## src/rtl/tempo_pkg.sv

```systemverilog
// Shared types and constants for the game-tempo controller.
// Holds the FSM state encoding, default timing parameters and the period helper.
package tempo_pkg;

   localparam int unsigned LEVEL_W = 4;
   localparam int unsigned MS_W    = 20;

   localparam int unsigned DEF_CLK_PER_MS = 50000;
   localparam int unsigned DEF_INIT_MS    = 500;
   localparam int unsigned DEF_STEP_MS    = 25;
   localparam int unsigned DEF_MIN_MS     = 100;
   localparam int unsigned DEF_MAX_LEVEL  = 15;

   typedef enum logic [1:0] {
      IDLE,
      RUN,
      PAUSED
   } tempo_state_t;

   // Interval for a level, floored at min_ms; compares before subtracting so it never wraps.
   function automatic logic [MS_W-1:0] calc_period(
      input logic [LEVEL_W-1:0] lvl,
      input logic [MS_W-1:0]    init_ms,
      input logic [MS_W-1:0]    step_ms,
      input logic [MS_W-1:0]    min_ms
   );
      logic [MS_W-1:0] dec;
      dec = MS_W'(lvl) * step_ms;
      if ((init_ms >= min_ms) && ((init_ms - min_ms) >= dec))
         calc_period = init_ms - dec;
      else
         calc_period = min_ms;
   endfunction

endpackage

```

## src/rtl/tempo_scheduler_prescaler.sv

```systemverilog
// Modulo-CLK_PER_MS prescaler producing a one-cycle ms_tick at its terminal count.
// A clr together with en restarts the count with the current cycle already counted.
module ms_prescaler
   import tempo_pkg::*;
#(
   parameter int unsigned CLK_PER_MS = DEF_CLK_PER_MS
) (
   input  logic CLOCK_50,
   input  logic rst_n,
   input  logic clr,
   input  logic en,
   output logic ms_tick
);

   localparam int unsigned CNT_W = (CLK_PER_MS > 1) ? $clog2(CLK_PER_MS) : 1;
   localparam logic [CNT_W-1:0] LAST  = CNT_W'(CLK_PER_MS - 1);
   localparam logic [CNT_W-1:0] FIRST = (CLK_PER_MS > 1) ? CNT_W'(1) : '0;

   logic [CNT_W-1:0] cnt;

   always_ff @(posedge CLOCK_50 or negedge rst_n) begin
      if (!rst_n)
         cnt <= '0;
      else if (clr)
         cnt <= en ? FIRST : '0;
      else if (en)
         cnt <= (cnt == LAST) ? '0 : cnt + 1'b1;
   end

   assign ms_tick = en & ~clr & (cnt == LAST);

endmodule

```

## src/rtl/tempo_scheduler.sv

```systemverilog
// Shared tempo source: start/stop/pause FSM, ms counter, level ramp and tick generation.
// The start cycle counts as the first prescaler cycle so the first tick lands period*CLK_PER_MS later.
module tempo_scheduler
   import tempo_pkg::*;
#(
   parameter int unsigned CLK_PER_MS = DEF_CLK_PER_MS,
   parameter int unsigned INIT_MS    = DEF_INIT_MS,
   parameter int unsigned STEP_MS    = DEF_STEP_MS,
   parameter int unsigned MIN_MS     = DEF_MIN_MS,
   parameter int unsigned MAX_LEVEL  = DEF_MAX_LEVEL
) (
   input  logic               CLOCK_50,
   input  logic               rst_n,
   input  logic               start,
   input  logic               stop,
   input  logic               pause,
   input  logic               level_up,
   output logic               tick,
   output logic               running,
   output logic [LEVEL_W-1:0] level,
   output logic [MS_W-1:0]    period_ms
);

   localparam logic [MS_W-1:0]    INIT_P = MS_W'(INIT_MS);
   localparam logic [MS_W-1:0]    STEP_P = MS_W'(STEP_MS);
   localparam logic [MS_W-1:0]    MIN_P  = MS_W'(MIN_MS);
   localparam logic [LEVEL_W-1:0] MAX_L  = LEVEL_W'(MAX_LEVEL);

   tempo_state_t state, state_nxt;

   logic [MS_W-1:0]    ms_cnt;
   logic               pending;
   logic               active;
   logic               start_go;
   logic               pre_clr;
   logic               pre_en;
   logic               ms_tick;
   logic               fire;
   logic               lu_ok;
   logic [LEVEL_W-1:0] lvl_next;

   always_comb begin
      state_nxt = state;
      case (state)
         IDLE:    if (start && !stop) state_nxt = RUN;
         RUN:     if (stop) state_nxt = IDLE;
                  else if (pause) state_nxt = PAUSED;
         PAUSED:  if (stop) state_nxt = IDLE;
                  else if (!pause) state_nxt = RUN;
         default: state_nxt = IDLE;
      endcase
   end

   always_ff @(posedge CLOCK_50 or negedge rst_n) begin
      if (!rst_n)
         state <= IDLE;
      else
         state <= state_nxt;
   end

   // Counting runs whenever pause is low outside IDLE, so the resume cycle itself counts.
   assign active   = (state != IDLE);
   assign start_go = (state == IDLE) && start && !stop;
   assign pre_clr  = (state == IDLE) || stop;
   assign pre_en   = start_go || (active && !pause && !stop);

   ms_prescaler #(
      .CLK_PER_MS(CLK_PER_MS)
   ) u_prescaler (
      .CLOCK_50(CLOCK_50),
      .rst_n   (rst_n),
      .clr     (pre_clr),
      .en      (pre_en),
      .ms_tick (ms_tick)
   );

   assign fire     = ms_tick && (ms_cnt == (period_ms - MS_W'(1)));
   assign lu_ok    = level_up && active;
   assign lvl_next = (level == MAX_L) ? level : level + 1'b1;

   always_ff @(posedge CLOCK_50 or negedge rst_n) begin
      if (!rst_n)
         ms_cnt <= '0;
      else if (pre_clr)
         ms_cnt <= '0;
      else if (ms_tick)
         ms_cnt <= fire ? '0 : ms_cnt + 1'b1;
   end

   // A request arriving on the firing cycle survives the clear and waits for the next tick.
   always_ff @(posedge CLOCK_50 or negedge rst_n) begin
      if (!rst_n) begin
         level     <= '0;
         period_ms <= INIT_P;
         pending   <= 1'b0;
      end else if (start_go) begin
         level     <= '0;
         period_ms <= INIT_P;
         pending   <= 1'b0;
      end else if (fire) begin
         if (pending) begin
            level     <= lvl_next;
            period_ms <= calc_period(lvl_next, INIT_P, STEP_P, MIN_P);
         end
         pending <= lu_ok;
      end else if (lu_ok) begin
         pending <= 1'b1;
      end
   end

   always_ff @(posedge CLOCK_50 or negedge rst_n) begin
      if (!rst_n) begin
         tick    <= 1'b0;
         running <= 1'b0;
      end else begin
         tick    <= fire;
         running <= (state_nxt != IDLE);
      end
   end

endmodule

```

## config.mk

```make
export PLATFORM = sky130hd
export DESIGN_NAME = tempo_scheduler
export DESIGN_NICKNAME = d
export VERILOG_FILES = /design/src/rtl/tempo_pkg.sv /design/src/rtl/tempo_scheduler_prescaler.sv /design/src/rtl/tempo_scheduler.sv
export SDC_FILE = /design/constraint.sdc
export NUM_CORES = 1
export LEC_CHECK = 0
export ABC_AREA = 1
export CAP_MARGIN = 20
export CORE_ASPECT_RATIO = 0.6
export CORE_MARGIN = 2
export CORE_UTILIZATION = 33
export CTS_CLUSTER_DIAMETER = 100
export CTS_CLUSTER_SIZE = 10
export DETAILED_ROUTE_END_ITERATION = 10
export PLACE_DENSITY = 0.57
export SYNTH_ARGS = -nofsm -noshare
export SYNTH_HDL_FRONTEND = slang
export SYNTH_SLANG_ARGS = --single-unit
```

## constraint.sdc

```tcl
create_clock -name CLOCK_50 -period 2.7 [get_ports CLOCK_50]
set_input_delay 0.54 -clock CLOCK_50 [delete_from_list [all_inputs] [get_ports CLOCK_50]]
set_output_delay 0.54 -clock CLOCK_50 [all_outputs]
set_load 0.02 [all_outputs]
```

==> results.yml <==
routing:
  routed_vias: 4293
  wl_per_cell_um: 13.9
  route.final.wire_length_um: 12100
  final_antenna_net_count: 0
  first_iter_violations: 364
  drcViolationCount: 0
  drt_first_pass_iters: 5
  post_drt_via_cell_ratio: 4.92
power_and_ir_drop:
  power.density_cell_area_nw_per_um2: 366
  total_leakage_power_nw: 2.52
  vdd_ir_drop_max_uv: 258
  switching_share_pct: 28.1
  power.share.combinational_pct: 15.3
  netSwitchingPower_w: 0.000548
  internal_power_w: 0.00140
  clockPowerShare_pct: 38.8
  sequentialPowerShare_pct: 45.8
clock_network:
  cts_hold_buf: 0
  cts.path.max_buffers: 2
  worst_setup_hold_path_clk_slew_ns: 0.07
  clock_tree.root_cell: "sky130_fd_sc_hd__clkbuf_16"
  cts.sink_count: 55
  clk-insertion-delay-late_ns: 0.30
  cts_made_buffers: 5
  cts.htree.levels: 2
  cts_tree: "built"
worst_setup_path:
  critPathArrivalTime_ns: 2.91
  crit_path_max_fanout: 5
  max_stage_delay_ns: 0.56
  critical_path.cell_chain: "ha_4, nand3_4, nand2_2, nand2_2, inv_2, ha_4, ha_4, fa_2, nand2_1, inv_1, and2_4, nand2_2, nand2_2, nand2_1, nand2_1, inv_1, nand4_1, nand3_1"
  worstSetupPathType: "register to register"
  worst_path_max_delay_cell: "sky130_fd_sc_hd__fa_2"
  critical_path_required_ns: 2.92
  crit_end_category: "register"
  reg2reg_depth: 18
  cell_mode_on_critical_path: "sky130_fd_sc_hd__nand2_2"
  setup.worst_path.start_class: "register"
synthesis:
  synth_compound_area_share_pct: 8.17
  synth_xor_xnor_area_share_pct: 4.65
  yosys.area_share.simple_pct: 39.1
  async_flop_share_pct: 100
  number_of_enable_flip_flop_cells_after_synthesis: 0
  synthesis.nets: 676
  post_synth_instance_area_um2: 4330
  synth_top_family_by_area: "simple AND/OR/NAND/NOR gates"
  seq_area_frac_synth_pct: 31.9
  ys_types: 43
  synthesis.area_per_instance_um2: 6.59
  ys_ff_latch: 55
  adder_cell_share_of_the_synthesized_area_pct: 3.93
  post_synth_inst_count: 657
  ys.warnings.count: 0
  synthMuxAreaShare_pct: 0
  synthFlopType: "sky130_fd_sc_hd__dfrtp_1"
floorplan:
  dieArea_um2: 14100
  core_region_area_um2: 12800
  floorplan.io_pins: 32
  dieHeight_um: 92.8
  fp.dieW_um: 152
  fp-row-count: 32
  initial_utilization_pct: 33.8
timing:
  fin_worst_setup_slack_ns: 0.00589
  finalWorstPathRequiredPeriod_ns: 2.69
  worst_clock_skew_ns: 0.0111
  slew_headroom_pct: 59.3
  timing.final.setup_violations: 0
  finalCritPeriodShare_pct: 99.8
  unrepaired_setup_endpoints_after_global_routing: "yes"
  worst-slew-pin-transition_ns: 0.610
  final_hold_viol_count: 0
  worst_hold_slack_across_all_endpoints_ns: 0.244
  timing_max_transition_violations_final: 0
  achievable-frequency_ghz: 0.371
final_layout:
  final-seq-area_um2: 1390
  layout.filler_cells: 1297
  antenna-diode-count: 0
  final_net_count: 720
  multi_input_area_um2: 2630
  area_growth_syn_to_layout_pct: 22.9
  final_core_util_pct: 41.6
  drive_above_1_share_pct: 17.4
placement:
  hpwl_um: 9250
  gpl.final_weighted_congestion: 0.915
  port_buffers: 31
  worst_setup_slack_after_placement_ns: -0.199
global_route:
  pin_count_of_the_biggest_net_entering_global_routing: 32
  groute.layer.met3.usage_pct: 3.98
  grt_busiest_layer: "met1"
  grt_use_met1_pct: 26.4
  first_global_vias: 4093
  grt_util_met2_pct: 26.1
  antenna_violations_before_repair: 0
  global_route.overflow_total: 0
  grt_util_all_layers_pct: 17.7
  grt_first_pass_wirelength_um: 20300
hold_path:
  min-delay-path-class: "primary input to asynchronous set/reset pin"
status:
  outcome: "complete, no violations"
flow_run:
  max_cap_violation_count: 0
## power groups by stage
stage	registers, W	clock network (W)	logic (W)
after detailed placement	0.000907	0	0.000295
after global routing	0.000897	0.000805	0.000336
after CTS	0.000892	0.000770	0.000297
after global placement	0.000907	0	0.000289
final	0.000893	0.000757	0.000299
after floorplan	0.000917	0	0.000158
## critical path: cells and delay by family, from the launching register on
kind	cells	cell delay, ns
fa+ha+maj	4	1.16
simple gates	11	0.85
flops	1	0.43
buf+inv	3	0.17
## Yosys cell counts, types with 6 or more instances
library cell	count	share of area (%)
sky130_fd_sc_hd__nand3_1	54	6.2
sky130_fd_sc_hd__dfrtp_1	49	28
sky130_fd_sc_hd__a21oi_1	9	1.0
sky130_fd_sc_hd__xor2_1	21	4.2
sky130_fd_sc_hd__o21ai_0	22	2.5
sky130_fd_sc_hd__dfstp_2	6	3.6
sky130_fd_sc_hd__clkbuf_1	6	0.52
sky130_fd_sc_hd__buf_4	11	1.9
sky130_fd_sc_hd__nand4_1	17	2.5
sky130_fd_sc_hd__nor3_1	17	2.0
sky130_fd_sc_hd__o21ai_2	10	2.0
sky130_fd_sc_hd__nor2_1	66	5.7
sky130_fd_sc_hd__nand2_1	205	18
sky130_fd_sc_hd__ha_1	12	3.5
sky130_fd_sc_hd__inv_1	97	8.4
## state kept, by name, indices dropped and copies added, names as in the netlist
register / flops
tick: 1
pending: 1
level: 4
u_prescaler.cnt: 16
state: 2
period_ms: 10
ms_cnt: 20
running: 1
## layer usage
metal / up-vias / part of all wire, %
met1: 1995 / 51
met4: 0 / 0.63
met2: 143 / 41
met3: 9 / 7.0
li1: 2146 / -
met5: - / 0
## final cells by class
type	instances	share of cell area (%)
timing repair buffer	60	10.3
clock inverter	2	0.728
tap	170	3.99
clock buffer	6	2.42
sequential	55	26.1
multi-input combinational	478	49.4
inverter	101	7.12
## repair_timing
action                                  4_1_cts  5_1_grt
endpoints found under the setup margin        9       15
gates resized for setup                      24       28
cloned                                        0        0
setup buffers                                 2        5
hold endpoints to repair                      0        0
pin swaps                                    14       26
## layout by cell type, fill, tap and decap left out, drive strengths merged, types with 6 or more instances in the layout
| cell | instances |
|---|---|
| ha | 12 |
| nand3 | 54 |
| nor3 | 17 |
| clkdlybuf4s50 | 30 |
| dfstp | 6 |
| nand4 | 18 |
| o21ai | 36 |
| xor2 | 21 |
| dfrtp | 49 |
| a21oi | 9 |
| nor2 | 73 |
| nand2 | 213 |
| inv | 102 |
| buf | 30 |
| clkbuf | 6 |
## path summary, 6_finish.rpt
path,startpoint,to,slack [ns]
worst min-delay path,rst_n,u_prescaler.cnt[3],0.24
worst max-delay path,level[1],period_ms[7],0.006
max in group asynchronous,rst_n,period_ms[5],1.78
min in group CLOCK_50,period_ms[2],period_ms[2],0.53
worst min register to register,period_ms[2],period_ms[2],0.53
worst max register to register,level[1],period_ms[7],0.006
## kinds of logic (layout without fill, tap and decap cells)
logic type | after synthesis | count (layout)
buf+inv | 124 | 169
simple gates | 385 | 385
compound gates | 57 | 57
flops | 55 | 55
fa+ha+maj | 13 | 13
xor+xnor | 23 | 23
## stage by stage
stage	TNS (ns)	instance area (µm²)	total power, W	std cells
after floorplan	0	4370	0.00107	657
after global placement	-0.441	4910	0.00120	857
after detailed placement	-1.11	4910	0.00120	857
after CTS	0	5190	0.00196	867
after global routing	-1.06	5330	0.00204	872
final	0	5330	0.00195	872
(Power assumes the default switching activity.)
